File: src/rtl/rr_select.sv
// -----------------------------------------------------------------------------
// rr_select -- combinational round-robin priority picker.
//
// Scans the request vector starting at last_idx+1 and wrapping from PORTS-1
// back to 0; the first asserted request wins.
//
// Ports
//   req       [PORTS-1:0]  request vector, one bit per master
//   last_idx  [IW-1:0]     index of the most recent winner (lowest priority)
//   valid                  at least one request is asserted
//   idx       [IW-1:0]     index of the winning request (0 when !valid)
// -----------------------------------------------------------------------------
module rr_select #(
  parameter int PORTS = 4,
  parameter int IW    = 2
) (
  input  logic [PORTS-1:0] req,
  input  logic [IW-1:0]    last_idx,
  output logic             valid,
  output logic [IW-1:0]    idx
);

  // (base + k) modulo PORTS, where k ranges 1..PORTS.
  function automatic logic [IW-1:0] wrap_add(input logic [IW-1:0] base, input int k);
    int sum;
    sum = (int'(base) + k) % PORTS;
    return IW'(sum);
  endfunction

  // Walk from the lowest priority candidate (k=PORTS, i.e. last_idx itself)
  // up to the highest (k=1); the last hit in the walk is the winner.
  always_comb begin
    // NOTE: every output gets a default before the loop so no latch is inferred.
    valid = 1'b0;
    idx   = '0;
    for (int k = PORTS; k >= 1; k--) begin
      if (req[wrap_add(last_idx, k)]) begin
        valid = 1'b1;
        idx   = wrap_add(last_idx, k);
      end
    end
  end

endmodule

File: src/rtl/mm_rr_arbiter.sv
// -----------------------------------------------------------------------------
// mm_rr_arbiter -- round-robin arbiter sharing one memory-mapped slave port
// between PORTS masters.
//
// In IDLE the winner is picked combinationally and forwarded in the same
// cycle. If the slave stalls, the winner is locked and forwarded until the
// slave accepts; only then does the round-robin pointer advance.
//
// Ports
//   clk                              rising-edge clock
//   reset                            asynchronous active-high reset
//   s_addr  [PORTS-1:0][AWIDTH-1:0]  per-master address
//   s_wreq  [PORTS-1:0]              per-master write request
//   s_wdat  [PORTS-1:0][DWIDTH-1:0]  per-master write data
//   s_rreq  [PORTS-1:0]              per-master read request
//   s_rdat  [PORTS-1:0][DWIDTH-1:0]  per-master read data (copy of m_rdat)
//   s_busy  [PORTS-1:0]              per-master stall
//   m_addr  [AWIDTH-1:0]             shared address
//   m_wreq                           shared write request
//   m_wdat  [DWIDTH-1:0]             shared write data
//   m_rreq                           shared read request
//   m_rdat  [DWIDTH-1:0]             shared read data
//   m_busy                           shared stall from the slave
// -----------------------------------------------------------------------------
module mm_rr_arbiter #(
  parameter int AWIDTH = 8,
  parameter int DWIDTH = 8,
  parameter int PORTS  = 4
) (
  input  logic                         clk,
  input  logic                         reset,
  input  logic [PORTS-1:0][AWIDTH-1:0] s_addr,
  input  logic [PORTS-1:0]             s_wreq,
  input  logic [PORTS-1:0][DWIDTH-1:0] s_wdat,
  input  logic [PORTS-1:0]             s_rreq,
  output logic [PORTS-1:0][DWIDTH-1:0] s_rdat,
  output logic [PORTS-1:0]             s_busy,
  output logic [AWIDTH-1:0]            m_addr,
  output logic                         m_wreq,
  output logic [DWIDTH-1:0]            m_wdat,
  output logic                         m_rreq,
  input  logic [DWIDTH-1:0]            m_rdat,
  input  logic                         m_busy
);

  localparam int IW = (PORTS > 1) ? $clog2(PORTS) : 1;

  typedef enum logic {
    ST_IDLE   = 1'b0,
    ST_LOCKED = 1'b1
  } state_e;

  state_e        state_q,    state_d;
  logic [IW-1:0] lck_idx_q,  lck_idx_d;
  logic [IW-1:0] last_idx_q, last_idx_d;

  logic          sel_valid;
  logic [IW-1:0] sel_idx;
  logic          gnt_valid;
  logic [IW-1:0] gnt_idx;

  rr_select #(
    .PORTS (PORTS),
    .IW    (IW)
  ) u_rr_select (
    .req      (s_wreq | s_rreq),
    .last_idx (last_idx_q),
    .valid    (sel_valid),
    .idx      (sel_idx)
  );

  // The locked port is forwarded unconditionally; with a single port the
  // arbiter degenerates into a wire, so the lone port is always granted.
  always_comb begin
    gnt_valid = (PORTS == 1) || (state_q == ST_LOCKED) || sel_valid;
    gnt_idx   = (state_q == ST_LOCKED) ? lck_idx_q : sel_idx;
  end

  // Shared-side mux; requests are masked while reset is high so an abandoned
  // transaction disappears from the slave immediately.
  always_comb begin
    m_addr = '0;
    m_wdat = '0;
    m_wreq = 1'b0;
    m_rreq = 1'b0;
    if (gnt_valid) begin
      m_addr = s_addr[gnt_idx];
      m_wdat = s_wdat[gnt_idx];
      m_wreq = s_wreq[gnt_idx] & ~reset;
      m_rreq = s_rreq[gnt_idx] & ~reset;
    end
  end

  // Only the granted port sees the slave's stall; everyone else is held off.
  always_comb begin
    for (int i = 0; i < PORTS; i++) begin
      s_rdat[i] = m_rdat;
      s_busy[i] = 1'b1;
      if (!reset && gnt_valid && (gnt_idx == IW'(i))) begin
        s_busy[i] = m_busy;
      end
    end
  end

  always_comb begin
    state_d    = state_q;
    lck_idx_d  = lck_idx_q;
    last_idx_d = last_idx_q;
    case (state_q)
      ST_IDLE: begin
        if (sel_valid) begin
          if (m_busy) begin
            state_d   = ST_LOCKED;
            lck_idx_d = sel_idx;
          end else begin
            last_idx_d = sel_idx;
          end
        end
      end
      ST_LOCKED: begin
        if (!m_busy) begin
          state_d    = ST_IDLE;
          last_idx_d = lck_idx_q;
        end
      end
      default: state_d = ST_IDLE;
    endcase
  end

  // Pointer resets to PORTS-1 so port 0 has first priority after reset.
  always_ff @(posedge clk or posedge reset) begin
    if (reset) begin
      state_q    <= ST_IDLE;
      lck_idx_q  <= '0;
      last_idx_q <= IW'(PORTS - 1);
    end else begin
      // NOTE: non-blocking assignments so every register samples pre-edge values.
      state_q    <= state_d;
      lck_idx_q  <= lck_idx_d;
      last_idx_q <= last_idx_d;
    end
  end

endmodule

File: config.mk
export PLATFORM = sky130hd
export DESIGN_NAME = mm_rr_arbiter
export DESIGN_NICKNAME = d
export VERILOG_FILES = /design/src/rtl/rr_select.sv /design/src/rtl/mm_rr_arbiter.sv
export SDC_FILE = /design/constraint.sdc
export NUM_CORES = 1
export LEC_CHECK = 0
export BUFFER_PORTS_ARGS = -buffer_cell sky130_fd_sc_hd__buf_2
export CAP_MARGIN = 40
export CORE_ASPECT_RATIO = 1.2
export CORE_MARGIN = 3
export CORE_UTILIZATION = 46
export DETAILED_ROUTE_END_ITERATION = 10
export PLACE_DENSITY = 0.88
export SLEW_MARGIN = 0
export SYNTH_ARGS = -nofsm -noshare
export SYNTH_HDL_FRONTEND = slang
export SYNTH_SLANG_ARGS = --single-unit
File: constraint.sdc
create_clock -name clk -period 3.9 [get_ports clk]
set_input_delay 0.39 -clock clk [delete_from_list [all_inputs] [get_ports clk]]
set_output_delay 0.39 -clock clk [all_outputs]
set_load 0.02 [all_outputs]
==> summary.md, run 1 <==
| Metric | Value |
|---|---|
| GRT Total Usage | about 23% |
| Setup tns final | 0 ns |
| Commonest non-fill, non-tap cell in the layout | buf_2 |
| Commonest non-fill, non-tap cells in the layout | buf_2, a21oi_1, mux4_2, and3_1 |
| Fraction of layout cells with a size suffix above 1 | 45.48% |
| Synth Register Bits | 5 |
| Root Buffer | clkbuf_8 |
| GRT met3 Usage | around 2.6% |
| IO Count | ~140 |
| Hpwl dp | ~4400 um |
| GR Util met2 | between 30% and 40% |
| Post-cts hold buffer count | 0 |
| Clock tree buffer depth | 2 |
| TritonCTS clock tree | yes |
| DRC violations left | 0 |
| Routed vias | 2253 |
| Drt first pass iters | 4 |
| Seq/Total Area, Yosys | under 10% |
| Post-synth cell types | 44 |
| YS warnings | 0 |
| Core ar. | approximately 0.0041 sq mm |
| Worst Path Required | roughly 3.5 ns |
| Dpl cells | between 300 and 400 |
| Final Cycle Share | between 70% and 80% |
| Nature of the critical path startpoint | register |
| Peak Freq | roughly 360 MHz |
| Yosys top cell area share | roughly 20% |
| Drt first-iter violations | approximately 110 |
| Clk_lat worst skew | ~0.22 ns |
| RSZ-0062 raised after global routing | false |
| Vias/cell | about 6.4 |
| Leak | roughly 0.97 nW |
| Crit path capture type | primary output |
| Post-cts sizing count | 0 |
| Row count | 25 |
| Syn_nets | 333 |
| Pre-CTS setup slack | between 1 and 1.5 ns |
| Hold WC Path Type | input port to async pin |
| Post-CTS Setup Inserts | 0 |
| Final Net Count | about 380 |
| CTS clk-pin slew, worst paths | approximately 0.030 ns |
| Antenna Nets Post-Route | 0 |
| Grt total ovfl | 0 |
| Slew Viols, Final | 0 |
| Crit-path max FO | 22 |
| Vias in the first global route | 2110 |
| Clock sinks | 5 |
| Die X | around 66 um |
| Global-route wire length before repair | about 9500 um |
| Total chip power | roughly 1.3 mW |
| Initial Util | slightly below 50% |
| P per Cell Area | 562.3 mW/mm^2 |
| Post-Syn Instances | 250 |
| Largest net degree at the start of global routing | 34 |
| Arr. time, crit path | about 2.4 ns |
| Fin worst setup slack | between 1 and 1.5 ns |
| # H-tree levels | 1 |
| Grt met1 use | between 20% and 30% |
| Peak VDD IR | 0.4623 mV |
| WHS | between 0.09 and 0.1 ns |
| Worst-Margin Slew | between 0.7 and 0.8 ns |
| Number of antenna violations at the first check in global routing | 0 |
| Vert. Die Dim | around 80 um |
| Post-route minimum period | 2.806 ns |
| Max transition margin | between 40% and 50% |
| Total Wirelength | 6102 um |
| Mapped Area | around 0.0020 sq mm |
| Syn avg cell area | 8.048 sq um |
| Die footprint | between 0.005 and 0.006 sq mm |
| Area Overhead vs Synth | 13.99% |
| Maximum capacitance violations | 0 |
| Cell taking the most area after synthesis | mux4_2 |
| Hold Vio Cnt, Final | 0 |
| Final GP Congestion | 0.9509 |
| Final non-filler cell total | 353 |
| Synth top area cells | mux4_2, buf_4, a21oi_1 |
| CTS Buf Count | 3 |
| Clk_skew | 0.00009776 ns |
| Ant. Diodes | 0 |
| Port buffer count | between 90 and 100 |
| Most used routing layer | met2 |
| Crit Path Class | register to primary output |
| Fillcell total | slightly below 400 |
| Status | finished, final reports clean |
| Final setup viols | 0 |
| Wire per inst | between 15 and 20 um |
[power by group]
group	leakage, nW	switching [mW]	internal (mW)
clock	0.0228	0.0234	0.0700
combinational	0.886	0.593	0.479
sequential	0.0567	0.0425	0.0815
[layout make-up]
| class | instances | area [sq um] | share of cell area (%) |
|---|---|---|---|
| Sequential cell | 5 | 127.6 | 5.565 |
| Clock buffer | 4 | 45.04 | 1.964 |
| Timing Repair Buffer | 102 | 533.0 | 23.24 |
| Inverter | 3 | 11.26 | 0.4910 |
| Tap cell | 54 | 67.56 | 2.946 |
| Multi-Input combinational cell | 185 | 1509 | 65.79 |
[synth_stat cells (all sizes together)]
library cell / instances
nand3b: 1
o21bai: 1
a31oi: 2
clkinv: 1
a311oi: 2
o41ai: 1
a221oi: 16
a21oi: 35
o221ai: 1
o21ai: 25
o21ba: 1
nor2b: 1
clkbuf: 12
a221o: 1
o211ai: 1
nor3: 5
mux4: 18
buf: 45
o31ai: 1
nor2: 6
nand3: 5
nand2: 6
o32ai: 1
and3: 17
nor4: 3
inv: 2
nor3b: 4
mux2i: 2
and2: 1
dfstp: 2
dfrtp: 3
o21a: 2
nand2b: 4
mux2: 3
o2bb2ai: 2
a21boi: 16
a2bb2oi: 1
[sequential cells by signal (all words and copies together), names as in the netlist]
register / cells
state_q: 1
last_idx_q: 2
lck_idx_q: 2
[cells by family after synthesis]
group	synth area share, %
buffers and inverters	19.15
muxes	22.82
DFF	6.343
AOI/OAI and AO/OA	36.38
and+or+nand+nor	15.30
[metrics by stage]
stage / util (%) / instance area [sq um]
after global routing: 56.40 / 2293
after detailed placement: 55.29 / 2248
final: 56.40 / 2293
after CTS: 56.40 / 2293
after floorplan: - / 2012
after global placement: 54.74 / 2226
[path summary, 6_finish.rpt]
kind                            slack, ns                       from                        end  cells past startpoint
worst max-delay path                 1.09  last_idx_q[1]$_DFFE_PP1P_                     m_rreq                      6
worst min register to register       0.57  last_idx_q[0]$_DFFE_PP1P_  last_idx_q[0]$_DFFE_PP1P_                      2
worst max register to register       1.68          state_q$_DFF_PP0_   lck_idx_q[0]$_DFFE_PP0P_                      5
max in group asynchronous            3.56                      reset  last_idx_q[1]$_DFFE_PP1P_                      2
min in group clk                     0.48                     m_busy          state_q$_DFF_PP0_                      2
worst min-delay path                  0.1                      reset   lck_idx_q[0]$_DFFE_PP0P_                      2
[metal layers]
layer,up-vias,part of all wire [%]
met4,0,2.3
met5,-,0
met3,24,7.6
met1,1073,40
li1,1056,-
met2,100,50
[worst max-delay path, stage by stage, from the launching register on]
cell	delay, ns
dfstp_2	0.63
o21ai_1	0.14
a21oi_1	0.16
a221o_1	0.63
nand3_1	0.17
a311oi_1	0.24
buf_2	0.20
(Power assumes the default switching activity.)
==> inputs of run 2 (changes only) <==
Settings changed: CORE_UTILIZATION 46 to 43, PLACE_DENSITY 0.88 to 0.83.
Clock period 3.9 ns to 2.7 ns, I/O delays scaled along.
==> summary.md, run 2 (same netlist as run 1, synthesis figures left out) <==
| Metric | Value |
|---|---|
| Status | finished, final reports clean |
| Crit-path max FO | 22 |
| FF-to-FF End | lck_idx_q[0]$_DFFE_PP0P_ |
| Maximum capacitance violations | 0 |
| Vias/cell | about 6.3 |
| DRC violations left | 0 |
| Post-route minimum period | between 2 and 2.5 ns |
| Arr. time, crit path | between 2 and 2.5 ns |
| Ant. Diodes | 0 |
| Routed vias | about 2300 |
| Initial Util | 45.81% |
| Fillcell total | between 400 and 500 |
| Total chip power | 1.903 mW |
| CTS Buf Count | 3 |
| Final Cycle Share | between 90% and 100% |
| Clk_lat worst skew | around 0.22 ns |
| Global-route wire length before repair | about 9300 um |
| Worst Path Required | roughly 2.4 ns |
| Vert. Die Dim | between 80 and 90 um |
| Final GP Congestion | 0.9210 |
| Drt first-iter violations | 105 |
| Area Overhead vs Synth | 16.23% |
| CP endpoint | s_busy[3] |
| R2r setup slk | 0.80 ns |
| Hpwl dp | ~4700 um |
| Reg2Reg Depth | 4 |
| Row count | 26 |
| # H-tree levels | 1 |
| GRT Total Usage | about 22% |
| Wire per inst | 17.74 um |
| Clock sinks | 5 |
| Min-Delay Path Depth | 2 |
| Die X | 68.44 um |
| Vias in the first global route | 2062 |
| Root Buffer | clkbuf_8 |
| Reg2reg start | last_idx_q[1]$_DFFE_PP1P_ |
| Antenna Nets Post-Route | 0 |
| Post-CTS Setup Inserts | 0 |
| Nature of the critical path startpoint | register |
| Final setup viols | 0 |
| Commonest non-fill, non-tap cells in the layout | buf_2, a21oi_1, mux4_2, and3_1 |
| Crit Path Class | register to primary output |
| CTS clk-pin slew, worst paths | about 0.030 ns |
| Crit path capture type | primary output |
| Setup tns final | 0 ns |
| TritonCTS clock tree | yes |
| Hold Vio Cnt, Final | 0 |
| Pre-CTS setup slack | roughly 0.29 ns |
| RSZ-0062 raised after global routing | false |
| Design area | between 0.002 and 0.0025 sq mm |
| Slew Viols, Final | 0 |
| Max transition margin | between 60% and 70% |
| Worst-Margin Slew | 0.4919 ns |
| Fin worst setup slack | 0.2229 ns |
| Die footprint | roughly 0.0055 sq mm |
| IO Count | between 100 and 150 |
| Peak VDD IR | about 0.46 mV |
| Largest net degree at the start of global routing | 38 |
| Leak | 0.9880 nW |
| Drt first pass iters | 4 |
| Clock tree buffer depth | 2 |
| P per Cell Area | 813.9 mW/mm^2 |
| Port buffer count | 96 |
| Grt total ovfl | 0 |
| Number of antenna violations at the first check in global routing | 0 |
| Total Wirelength | approximately 6400 um |
| Final Net Count | just under 400 |
| Placed cell area | around 0.0023 sq mm |
| Largest regs | last_idx_q x2, lck_idx_q x2, state_q x1 |
| Clk_skew | around 0.00086 ns |
| Fraction of layout cells with a size suffix above 1 | a little under half |
| CP Launch Point | last_idx_q[1]$_DFFE_PP1P_ |
| Peak Freq | slightly above 400 MHz |
| Hold WC Path Type | input port to register |
| Core ar. | 0.004392 sq mm |
| Commonest non-fill, non-tap cell in the layout | buf_2 |
[run 2: timing repair]
| action | in CTS | in global routing |
|---|---|---|
| hold endpoints to repair | 3 | 0 |
| resized for setup | 0 | 1 |
| hold buffers | 1 | 0 |
| setup endpoints to repair | 0 | 20 |
[run 2: through the flow]
stage / util [%] / cells / hold slack (ns)
6_report: 53.25 / 359 / 0.3409
5_1_grt: 53.25 / 359 / 0.3474
4_1_cts: 53.22 / 359 / 0.3380
3_5_place_dp: 51.97 / 354 / 0.2088
3_3_place_gp: 51.71 / 353 / 0.2043
2_1_floorplan: - / 250 / 0.04707
[run 2: metal layers]
layer  vias up  GRT usage [%]  wire (um)
met5         -              0          0
met4         0          7.753         89
met3        16          4.288        587
met2       126          40.78       3247
met1      1045          23.12       2444
li1       1067              -          -
[run 2: worst min path at each step]
stage                       from  slack, ns                        to
after floorplan            reset       0.05  lck_idx_q[0]$_DFFE_PP0P_
after global placement     reset       0.20         state_q$_DFF_PP0_
after detailed placement   reset       0.21  lck_idx_q[0]$_DFFE_PP0P_
after CTS                 m_busy       0.34         state_q$_DFF_PP0_
after global routing      m_busy       0.35         state_q$_DFF_PP0_
final                     m_busy       0.34         state_q$_DFF_PP0_
[run 2: worst max-delay path, stage by stage (launching register included)]
cell and delay (ns):
dfstp_2 0.62, o21a_1 0.21, o32ai_1 0.09, a221o_2 0.53, nor3b_1 0.21, o21ai_1 0.13, buf_2 0.18
[run 2: cell type report]
cell class / instances / area, sq um / area share [%]
inverters: 3 / 11.26 / 0.4815
repair buffers: 106 / 574.3 / 24.56
multi-input cells: 185 / 1510 / 64.58
clock buffers: 4 / 45.04 / 1.926
well taps: 56 / 70.07 / 2.996
flip-flops and latches: 5 / 127.6 / 5.457
[run 2: power by group]
group	internal [mW]	leakage (nW)	total [mW]	switching, mW
logic	0.719	0.909	1.56	0.844
registers	0.118	0.0567	0.202	0.0849
clock network	0.101	0.0228	0.139	0.0372
